==> config.mk <==
export PLATFORM = sky130hd
export DESIGN_NAME = multiplicador_seq4_flat
export DESIGN_NICKNAME = d
export VERILOG_FILES = /design/src/rtl/multiplicador_pkg.sv /design/src/rtl/multiplicador_seq4_if.sv /design/src/rtl/somador_mult4.sv /design/src/rtl/multiplicador_seq4.sv /design/src/flat_wrapper.sv
export SDC_FILE = /design/constraint.sdc
export NUM_CORES = 1
export LEC_CHECK = 0
export CORE_MARGIN = 1.5
export CORE_UTILIZATION = 40
export CTS_CLUSTER_SIZE = 25
export DETAILED_ROUTE_END_ITERATION = 10
export GPL_ROUTABILITY_DRIVEN = 0
export PLACE_DENSITY = 0.63
export SKIP_CTS_REPAIR_TIMING = 1
export SYNTH_ARGS = -nofsm -noshare
export SYNTH_HDL_FRONTEND = slang
export SYNTH_SLANG_ARGS = --single-unit
==> constraint.sdc <==
create_clock -name clk -period 3.9 [get_ports clk]
set_clock_uncertainty 0.2 [all_clocks]
set_input_delay 0.39 -clock clk [delete_from_list [all_inputs] [get_ports clk]]
set_output_delay 0.39 -clock clk [all_outputs]
set_load 0.03 [all_outputs]
==> src/rtl/multiplicador_pkg.sv <==
// Shared definitions for the sequential multiplier: FSM encoding, default
// operand width and the iteration-counter width helper.
package multiplicador_pkg;

  localparam int N_DEFAULT = 4;

  typedef enum logic [1:0] {
    IDLE = 2'd0,
    RUN  = 2'd1,
    DONE = 2'd2
  } state_t;

  // ceil(log2 n), never narrower than one bit so N=1 still has a counter.
  function automatic int cnt_width(input int n);
    int w;
    w = $clog2(n);
    return (w < 1) ? 1 : w;
  endfunction

  localparam int CNT_W_DEFAULT = cnt_width(N_DEFAULT);

endpackage

==> src/rtl/multiplicador_seq4_if.sv <==
// Request/result bundle of the multiplier: operands and start in, product
// with busy/done status out.
interface multiplicador_seq4_if #(
  parameter int N = multiplicador_pkg::N_DEFAULT
);
  logic             start;
  logic [N-1:0]     A;
  logic [N-1:0]     B;
  logic [2*N-1:0]   P;
  logic             busy;
  logic             done;

  modport master (output start, A, B, input P, busy, done);
  modport slave  (input start, A, B, output P, busy, done);
endinterface

==> src/rtl/somador_mult4.sv <==
// Combinational N-bit ripple adder with carry-in tied low; the single adder
// shared by every iteration of the multiplier.
module somador_mult4 #(
  parameter int N = multiplicador_pkg::N_DEFAULT
) (
  input  logic [N-1:0] a,
  input  logic [N-1:0] b,
  output logic [N-1:0] sum,
  output logic         cout
);

  logic [N:0] carry;

  assign carry[0] = 1'b0;

  generate
    for (genvar gi = 0; gi < N; gi++) begin : g_bit
      assign sum[gi]     = a[gi] ^ b[gi] ^ carry[gi];
      assign carry[gi+1] = (a[gi] & b[gi]) | (carry[gi] & (a[gi] ^ b[gi]));
    end
  endgenerate

  assign cout = carry[N];

endmodule

==> src/rtl/multiplicador_seq4.sv <==
// Shift-and-add unsigned multiplier: N iterations through one shared adder,
// registered product, busy during iterations and a one-cycle done strobe.
module multiplicador_seq4
  import multiplicador_pkg::*;
#(
  parameter int N = N_DEFAULT
) (
  input  logic                 clk,
  input  logic                 rst,
  multiplicador_seq4_if.slave  bus
);

  localparam int CNT_W = cnt_width(N);

  state_t             state_reg, state_next;
  logic [N-1:0]       m_reg, m_next;
  logic [N-1:0]       q_reg, q_next;
  logic [N-1:0]       acc_reg, acc_next;
  logic [CNT_W-1:0]   cnt_reg, cnt_next;
  logic [2*N-1:0]     p_reg, p_next;
  logic               busy_reg, busy_next;
  logic               done_reg, done_next;

  logic [N-1:0]       addend;
  logic [N-1:0]       sum;
  logic               cout;

  assign addend = q_reg[0] ? m_reg : '0;

  somador_mult4 #(.N(N)) u_somador (
    .a    (acc_reg),
    .b    (addend),
    .sum  (sum),
    .cout (cout)
  );

  always_ff @(posedge clk) begin
    if (rst) begin
      state_reg <= IDLE;
      m_reg     <= '0;
      q_reg     <= '0;
      acc_reg   <= '0;
      cnt_reg   <= '0;
      p_reg     <= '0;
      busy_reg  <= 1'b0;
      done_reg  <= 1'b0;
    end else begin
      state_reg <= state_next;
      m_reg     <= m_next;
      q_reg     <= q_next;
      acc_reg   <= acc_next;
      cnt_reg   <= cnt_next;
      p_reg     <= p_next;
      busy_reg  <= busy_next;
      done_reg  <= done_next;
    end
  end

  always_comb begin
    state_next = state_reg;
    m_next     = m_reg;
    q_next     = q_reg;
    acc_next   = acc_reg;
    cnt_next   = cnt_reg;
    p_next     = p_reg;

    unique case (state_reg)
      IDLE, DONE: begin
        // DONE accepts a new start just like IDLE so results can stream back-to-back.
        if (bus.start) begin
          m_next     = bus.A;
          q_next     = bus.B;
          acc_next   = '0;
          cnt_next   = '0;
          state_next = RUN;
        end else begin
          state_next = IDLE;
        end
      end
      RUN: begin
        // The adder carry becomes the new ACC MSB; the old Q[0] falls off the end.
        {acc_next, q_next} = {cout, sum, q_reg[N-1:1]};
        cnt_next           = cnt_reg + CNT_W'(1);
        if (cnt_reg == CNT_W'(N - 1)) begin
          p_next     = {cout, sum, q_reg[N-1:1]};
          state_next = DONE;
        end
      end
      default: state_next = IDLE;
    endcase

    busy_next = (state_next == RUN);
    done_next = (state_next == DONE);
  end

  assign bus.P    = p_reg;
  assign bus.busy = busy_reg;
  assign bus.done = done_reg;

endmodule
==> src/flat_wrapper.sv <==
// flat-port wrapper written by rule: the top's interface ports become plain ports
module multiplicador_seq4_flat import multiplicador_pkg::*;
#(
  parameter int N = N_DEFAULT
)
  (clk, rst, bus_start, bus_A, bus_B, bus_P, bus_busy, bus_done);
  multiplicador_seq4_if #(.N(N)) bus_i ();
  input  logic clk;
  input  logic rst;
  input wire logic [$bits(bus_i.start)-1:0] bus_start;
  input wire logic [$bits(bus_i.A)-1:0] bus_A;
  input wire logic [$bits(bus_i.B)-1:0] bus_B;
  output wire logic [$bits(bus_i.P)-1:0] bus_P;
  output wire logic [$bits(bus_i.busy)-1:0] bus_busy;
  output wire logic [$bits(bus_i.done)-1:0] bus_done;
  assign bus_i.start = bus_start;
  assign bus_i.A = bus_A;
  assign bus_i.B = bus_B;
  assign bus_P = bus_i.P;
  assign bus_busy = bus_i.busy;
  assign bus_done = bus_i.done;
  multiplicador_seq4 #(.N(N)) u_core (.clk(clk), .rst(rst), .bus(bus_i));
endmodule
==> qor.csv, run 1 <==
metric,value,unit
status,finished clean,
total power,0.442,mW
Mapped Cells,117,
FMAX,396,MHz
Slew Limit Headroom,0.336,
switching pwr,0.107,mW
clock power share,0.247,
Post-synth EDFFs,0,
fin nets,149,
number of diodes,0,
Cell Int Power,0.335,mW
core area,2540,um^2
FF-to-FF setup slack,1.37,ns
synthesis-to-layout area growth,17.2,%
number of flip-flops under the largest register name,8,
WP data arrival,2.56,ns
CTS tree,yes,
Post-Layout Cell Count,161,
largest family of logic cells by synthesized area,simple AND/OR/NAND/NOR gates,
DP HPWL,1280,um
final setup margin,1.37,ns
Synth Flop Type,dfxtp_1,
Yosys top cell area share,0.467,
Worst Hold End,u_core.m_reg[3],
Initial Util,0.438,
via count,787,
Critical R2R Launch,u_core.q_reg[0],
antenna violations before repair,0,
die area,3110,um^2
vias per cell,4.89,
drt initial violations,16,
critical path class,flop to flop,
Remaining DRCs,0,
clk_lat worst skew,0.31,ns
H-tree lvl count,1,
cts bufs inserted,3,
Compound-Gate Fraction of Synth Area,0.121,
setup violators final,0,
I/O pins,21,
Netlist cell types,26,
clk buf depth,2,
CP Launch Type,flop,
post-synthesis cell area,1110,um^2
"most used cell, CP",fa_1,
XOR/XNOR Fraction of Synth Area,0,
leakage,0.435,nW
sequential-to-total area share from yosys stat,0.467,
Post-Synth Simple-Gate Area,0.224,
total wire length,1910,um
largest net degree at the start of global routing,27,
most frequent cell after synthesis,dfxtp_1,
HP Start,u_core.m_reg[3],
YS warnings,0,
"CP delay by family, top",adder cells,
drt first pass iters,4,
Post-synth top cells,"dfxtp_1 (26), nand2_1 (14), a21oi_1 (10), nand2b_1 (7), nor2_1 (7)",
Synth area leader,dfxtp_1,
peak supply drop,0.172,mV
Area after DPL,1280,um^2
Syn Area/Cell,9.52,um^2
die boundary width,55.8,um
GRT Residual Overflow,0,
clk root buf,clkbuf_4,
multiplexer share of the synthesized area,0.0360,
Yosys reg bits,26,
Slew @ Worst Pin,0.993,ns
Flop pwr share,0.639,
reg2reg path depth,8,
pwr dens,339,nW/um^2
Slew Limit Fails,0,
Rows,18,
CP max stage delay,0.47,ns
crit-path cells,and2_1 > ha_1 > inv_1 > fa_1 > fa_1 > fa_1 > nand2b_1 > a21oi_1,
net switching share of the total power,0.243,
Routed WL per cell,11.9,um
R2R Path End,u_core.acc_reg[2],
Final TNS setup,0,ns
Synthesized Nets,133,
Adder-Cell Fraction of Synth Area,0.0764,
Antenna Nets Post-Route,0,
Max Cap Viol,0,
Synth area leaders,"dfxtp_1 (47%), fa_1 (5.4%), nand2_1 (4.7%)",
RSZ-0062 raised after global routing,no,
layout cells sized above 1,0.0840,
CTS sink count,26,
Comb power frac,0.115,
fin crit period,2.53,ns
All-Layer GR Usage,0.138,
Final Cycle Share,0.648,
ys async rst share,0,
Place WS,1.37,ns
hold path depth,2,
"Design Area, Final",1310,um^2
Final Hold Vio Count,0,
buffers and inverters on the worst path,1,
HP Class,flop to flop,
DIE HEIGHT,55.8,um
final core occ,0.513,
critical path peak fanout,5,
Worst EP required,3.93,ns
final hold slack,0.262,ns
vias in the first global route,737,
CP Capture Type,flop,
first-pass GRT wire length,3390,um
clk slew on worst S/H paths,0.12,ns
placed cells,158,
Buffers on Ports,20,
slowest CP cell,fa_1,
==> tightest hold or removal path: stages, from the launching register on <==
cell,delay [ns]
dfxtp_1,0.33
nand2_1,0.05
a21oi_1,0.05
==> layout by cell type (no fill, tap or decap) <==
| cell | count |
|---|---|
| a21oi_1 | 10 |
| nor2_1 | 7 |
| and2b_1 | 1 |
| ha_1 | 2 |
| clkbuf_4 | 3 |
| nor3_1 | 6 |
| nand3_1 | 6 |
| nor2b_1 | 3 |
| clkdlybuf4s50_1 | 20 |
| o21a_1 | 1 |
| a211oi_2 | 4 |
| nor2_2 | 4 |
| a311oi_1 | 1 |
| inv_1 | 4 |
| and3b_1 | 1 |
| mux2i_1 | 4 |
| nand2b_1 | 7 |
| and2_1 | 1 |
| nand2_1 | 14 |
| o22ai_1 | 3 |
| dfxtp_1 | 26 |
| fa_1 | 3 |
==> kinds of logic after synthesis <==
group	Yosys count
fa+ha+maj	5
mux	4
flops	26
simple gates	50
compound gates	19
buf+inv	13
==> metal layers <==
layer | up-vias | track usage | wire length, um
met3 | 4 | 0.0326 | 64
li1 | 418 | - | -
met1 | 354 | 0.185 | 976
met5 | - | 0 | 0
met4 | 0 | 0.0627 | 35
met2 | 11 | 0.211 | 835
==> worst max-delay path by stage <==
stage,startpoint,endpoint,slack (ns),cells after the start
after global routing,u_core.q_reg[0],u_core.acc_reg[2],1.26,8
after floorplan,u_core.q_reg[0],u_core.acc_reg[2],1.53,8
after detailed placement,u_core.q_reg[0],u_core.acc_reg[2],1.37,8
final,u_core.q_reg[0],u_core.acc_reg[2],1.37,8
after CTS,u_core.q_reg[0],u_core.acc_reg[2],1.34,8
after global placement,u_core.q_reg[0],u_core.acc_reg[2],1.43,8
==> power by group through the flow <==
stage          Clock (mW)  Combinational [mW]  Sequential, mW
2_1_floorplan           0              0.0337           0.289
3_3_place_gp            0              0.0511           0.288
3_5_place_dp            0              0.0509           0.288
4_1_cts             0.112              0.0512           0.283
5_1_grt             0.125              0.0566           0.284
6_report            0.109              0.0506           0.282
==> layout make-up <==
type                            instances  area [um^2]
Clock buffer                            3         22.5
Inverter                                4         15.0
Fill cell                             245         1240
Tap cell                               30         37.5
Timing Repair Buffer                   20          200
Multi-Input combinational cell         78          509
Sequential cell                        26          520
Power figures use the tool's default switching activity.
==> inputs of run 2 (changes only) <==
clock period = 2.5 ns   (was 3.9 ns; I/O delays follow)
==> qor.csv, run 2 (same netlist as run 1, synthesis figures left out) <==
metric,value,unit,change
WP data arrival,2.48,ns,-0.08 ns
pwr dens,596,nW/um^2,+76%
die boundary width,55.8,um,unchanged
DP HPWL,1410,um,+10%
CP Launch Type,flop,,
"Design Area, Final",1370,um^2,+5.0%
Routed WL per cell,12.2,um,+2.7%
clk buf depth,2,,unchanged
CP Capture Type,flop,,
peak supply drop,0.388,mV,+130%
Initial Util,0.438,,unchanged
GRT Residual Overflow,0,,unchanged
clk root buf,clkbuf_4,,
vias in the first global route,770,,+4.5%
largest net degree at the start of global routing,16,,-41%
antenna violations before repair,0,,unchanged
Worst EP required,2.57,ns,-1.36 ns
clk_lat worst skew,0.33,ns,+0.02 ns
number of flip-flops under the largest register name,8,,unchanged
drt initial violations,15,,-1
number of diodes,0,,unchanged
I/O pins,21,,unchanged
vias per cell,4.90,,+0.19%
status,finished clean,,
setup violators final,0,,unchanged
FMAX,414,MHz,+4.6%
fin nets,153,,+2.7%
Remaining DRCs,0,,unchanged
CTS tree,yes,,
H-tree lvl count,1,,unchanged
drt first pass iters,4,,unchanged
Area after DPL,1310,um^2,+1.8%
leakage,0.471,nW,+8.2%
highest-count cells in the layout ignoring fill and taps,"dfxtp_1 (24), clkdlybuf4s50_1 (20), nand2_1 (14)",,
All-Layer GR Usage,0.141,,+0.00300
first-pass GRT wire length,3480,um,+2.9%
final setup margin,0.0858,ns,-1.29 ns
Slew Limit Fails,0,,unchanged
critical path class,flop to flop,,
Rows,18,,unchanged
synthesis-to-layout area growth,23.0,%,
Slew Limit Headroom,0.511,,+0.176
fin crit period,2.41,ns,-0.111 ns
critical path peak fanout,2,,-3
Slew @ Worst Pin,0.732,ns,-0.262 ns
total wire length,2020,um,+5.9%
die area,3110,um^2,unchanged
DIE HEIGHT,55.8,um,unchanged
core area,2540,um^2,unchanged
Final Hold Vio Count,0,,unchanged
cts bufs inserted,3,,unchanged
Place WS,0.0781,ns,-1.29 ns
Final Cycle Share,0.966,,+0.318
Max Cap Viol,0,,unchanged
"most common cell after layout, fill and taps aside",dfxtp_1,,
clk slew on worst S/H paths,0.15,ns,+0.03 ns
Antenna Nets Post-Route,0,,unchanged
HP Class,input port to flop,,
via count,813,,+3.3%
layout cells sized above 1,0.140,,+0.0557
CTS sink count,26,,unchanged
Buffers on Ports,20,,unchanged
## run 2: changes by cell type in the layout (fill, tap and decap cells not counted)
| cell | before | now |
|---|---|---|
| dfxtp_2 | 0 | 2 |
| dfxtp_1 | 26 | 24 |
| bufinv_16 | 0 | 1 |
| buf_4 | 0 | 4 |
| fa_2 | 0 | 1 |
| fa_1 | 3 | 2 |
## run 2: layout make-up
class	count	area [um^2]
Clock buffer	3	22.5
Clock inverter	1	30.0
Fill cell	260	1170
Inverter	4	15.0
Multi-Input combinational cell	78	512
Sequential cell	26	523
Tap cell	30	37.5
Timing Repair Buffer	24	230
## run 2: per-layer routing
metal | routed length (um) | global-route usage
met5 | 0 | 0
met3 | 65 | 0.0256
met2 | 875 | 0.216
met1 | 1050 | 0.194
met4 | 29 | 0.0627
## run 2: report_power, final
part / switching (mW) / internal, mW / leakage [nW]
Sequential: 0.00970 / 0.431 / 0.212
Combinational: 0.0456 / 0.0388 / 0.230
Clock: 0.129 / 0.162 / 0.0279
Total: 0.185 / 0.632 / 0.471
## run 2: per-stage QoR
step                      hold WS [ns]    TNS, ns   util  cells  power (mW)
after floorplan                  0.186          0      -    117       0.503
after global placement           0.241          0  0.513    161       0.532
final                            0.250          0  0.538    166       0.816
after detailed placement         0.252          0  0.513    161       0.534
after CTS                        0.241          0  0.533    165       0.823
after global routing             0.232  -0.000764  0.538    166       0.853
## run 2: worst max-delay path, stage by stage (launching register included)
cell and delay [ns]:
dfxtp_2 0.35, and2_1 0.11, ha_1 0.13, inv_1 0.04
fa_1 0.38, fa_2 0.35, fa_1 0.48, buf_4 0.15
a211oi_2 0.15
## run 2: path summary, 6_finish.rpt
check / from / end / slack, ns / depth (start not counted)
setup / recovery: u_core.q_reg[0] / u_core.bus.P[6] / 0.09 / 8
hold / removal: bus_A[3] / u_core.m_reg[3] / 0.25 / 3
setup reg to reg: u_core.q_reg[0] / u_core.bus.P[6] / 0.09 / 8
hold reg to reg: u_core.m_reg[2] / u_core.m_reg[2] / 0.27 / 2
==> inputs of run 3 (changes only) <==
SYNTH_HIERARCHICAL = 1   (was default)
==> qor.csv, run 3 <==
metric,value,unit,change
CP max stage delay,0.43,ns,-0.05 ns
YS warnings,6,,+6
Post-synth top cells,"nand2_1 (29), dfxtp_1 (26), a21oi_1 (18), nand3_1 (14), inv_1 (10)",,
"most common cell after layout, fill and taps aside",nand2_1,,
core area,2520,um^2,-0.88%
number of diodes,0,,unchanged
Netlist cell types,19,,-27%
fill count,253,,-2.7%
Synth area leader,dfxtp_1,,
pwr dens,544,nW/um^2,-8.8%
Slew Limit Headroom,0.615,,+0.103
die boundary width,55.3,um,-0.91%
Setup crit start,u_core/q_reg[0],,
final hold slack,0.263,ns,+0.0135 ns
fin crit period,2.28,ns,-0.138 ns
RSZ-0062 raised after global routing,no,,
status,finished clean,,
CP Capture Type,flop,,
DIE HEIGHT,55.3,um,-0.91%
FMAX,439,MHz,+6.0%
clk buf depth,2,,unchanged
Slew @ Worst Pin,0.578,ns,-0.154 ns
clk slew on worst S/H paths,0.14,ns,about the same
vias per cell,5.04,,+3.0%
Yosys reg bits,26,,unchanged
layout cells sized above 1,0.0333,,-0.106
first-pass GRT wire length,3380,um,-3.0%
total wire length,2000,um,-0.99%
synthesis-to-layout area growth,22.0,%,
CTS tree,yes,,
CP Launch Type,flop,,
HP Start,u_core/bus.P[1],,
HP Class,flop to flop,,
clk_lat worst skew,0.32,ns,about the same
All-Layer GR Usage,0.138,,-0.00345
number of flip-flops under the largest register name,8,,unchanged
largest net degree at the start of global routing,27,,+11
Rows,18,,unchanged
drt initial violations,23,,+8
drt first pass iters,4,,unchanged
GRT Residual Overflow,0,,unchanged
Max Cap Viol,0,,unchanged
clk root buf,clkbuf_4,,
H-tree lvl count,1,,unchanged
Synth Flop Type,dfxtp_1,,
critical path class,flop to flop,,
Initial Util,0.433,,-0.00453
vias in the first global route,855,,+11%
area of the multi-input gates,493,um^2,-3.7%
reg2reg path depth,11,,+3
Final Cycle Share,0.911,,-0.0550
Buffers on Ports,20,,unchanged
peak supply drop,0.429,mV,+11%
"most used cell, CP",inv_1,,
Post-synth EDFFs,0,,unchanged
I/O pins,21,,unchanged
die area,3050,um^2,-1.8%
hold path depth,2,,-1
antenna violations before repair,0,,unchanged
highest-count cells in the layout ignoring fill and taps,"nand2_1 (29), dfxtp_1 (26), clkdlybuf4s50_1 (20)",,
CTS sink count,26,,unchanged
slowest CP cell,fa_1,,
Worst EP required,2.56,ns,about the same
Synth area leaders,"dfxtp_1 (48%), nand2_1 (10%), a21oi_1 (8.2%)",,
Routed WL per cell,11.1,um,-8.7%
via count,908,,+12%
WP data arrival,2.33,ns,-0.15 ns
fin nets,167,,+9.2%
Yosys top cell area share,0.477,,+0.00910
Antenna Nets Post-Route,0,,unchanged
most frequent cell after synthesis,nand2_1,,
crit-path cells,and2_1 > ha_1 > inv_1 > fa_1 > inv_1 > fa_1 > inv_1 > fa_1 > inv_1 > nand3_1 > a21oi_1,,
Slew Limit Fails,0,,unchanged
register area,520,um^2,-0.48%
DP HPWL,1460,um,+3.0%
Final Hold Vio Count,0,,unchanged
cts bufs inserted,3,,unchanged
setup violators final,0,,unchanged
Remaining DRCs,0,,unchanged
Synthesized Nets,149,,+12%
ys async rst share,0,,unchanged
critical path peak fanout,5,,+3
leakage,0.500,nW,+6.2%
Final TNS setup,0,ns,unchanged
Syn Area/Cell,8.21,um^2,-14%
post-synthesis cell area,1090,um^2,-1.9%
Critical R2R Launch,u_core/q_reg[0],,
sequential-to-total area share from yosys stat,0.477,,+0.00910
Mapped Cells,133,,+14%
run 3: cell count changes after synthesis, moves of 4 or more:
| cell | change |
|---|---|
| a211oi_2 | -4 |
| nand2b_1 | -5 |
| a21oi_1 | +8 |
| nand3_1 | +8 |
| mux2i_1 | -4 |
| nand2_1 | +15 |
| nor2_2 | -4 |
| inv_1 | +6 |
| nor3_1 | -6 |
run 3: cell families (layout without fill, tap and decap cells):
kind of cell    count (synthesis)  in the layout  synth area share
compound gates                 23             23             0.121
fa+ha+maj                       5              5            0.0779
buf+inv                        18             35            0.0722
flops                          26             26             0.477
simple gates                   61             61             0.252
run 3: critical path, delay by kind of cell, from the launching register on:
family | cells | cell delay [ns]
DFF | 1 | 0.39
and+or+nand+nor | 2 | 0.20
AOI/OAI and AO/OA | 1 | 0.12
buffers and inverters | 4 | 0.24
adders and majority gates | 4 | 1.06
run 3: worst paths after layout:
path | slack [ns] | to
max | 0.22 | u_core/bus.P[6]
min | 0.26 | u_core/bus.P[1]
max reg2reg | 0.22 | u_core/bus.P[6]
min reg2reg | 0.26 | u_core/bus.P[1]
run 3: power by group:
| group | switching (mW) | internal [mW] |
|---|---|---|
| Sequential | 0.0108 | 0.430 |
| Combinational | 0.0439 | 0.0332 |
| Clock | 0.118 | 0.0890 |
run 3: routing by layer:
metal | share of wire | up-vias | GRT usage
li1 | - | 466 | -
met1 | 0.45 | 424 | 0.148
met2 | 0.51 | 16 | 0.255
met3 | 0.038 | 2 | 0.0492
met4 | 0.0060 | 0 | 0.0314
met5 | 0 | - | 0
run 3: final cells by class:
cell class,count,share of cell area
clock buffers,4,0.0272
inverters,10,0.0282
multi-input cells,89,0.370
flip-flops and latches,26,0.391
well taps,30,0.0282
repair buffers,21,0.156
run 3: through the flow:
stage / area (um^2) / std cells / total power, mW / utilization / setup slack [ns]
6_report: 1330 / 180 / 0.724 / 0.528 / 0.223
5_1_grt: 1330 / 180 / 0.764 / 0.528 / 0.0562
4_1_cts: 1330 / 180 / 0.741 / 0.528 / 0.201
3_5_place_dp: 1300 / 176 / 0.528 / 0.514 / 0.239
3_3_place_gp: 1300 / 176 / 0.525 / 0.514 / 0.295
2_1_floorplan: 1090 / 133 / 0.499 / - / 0.343
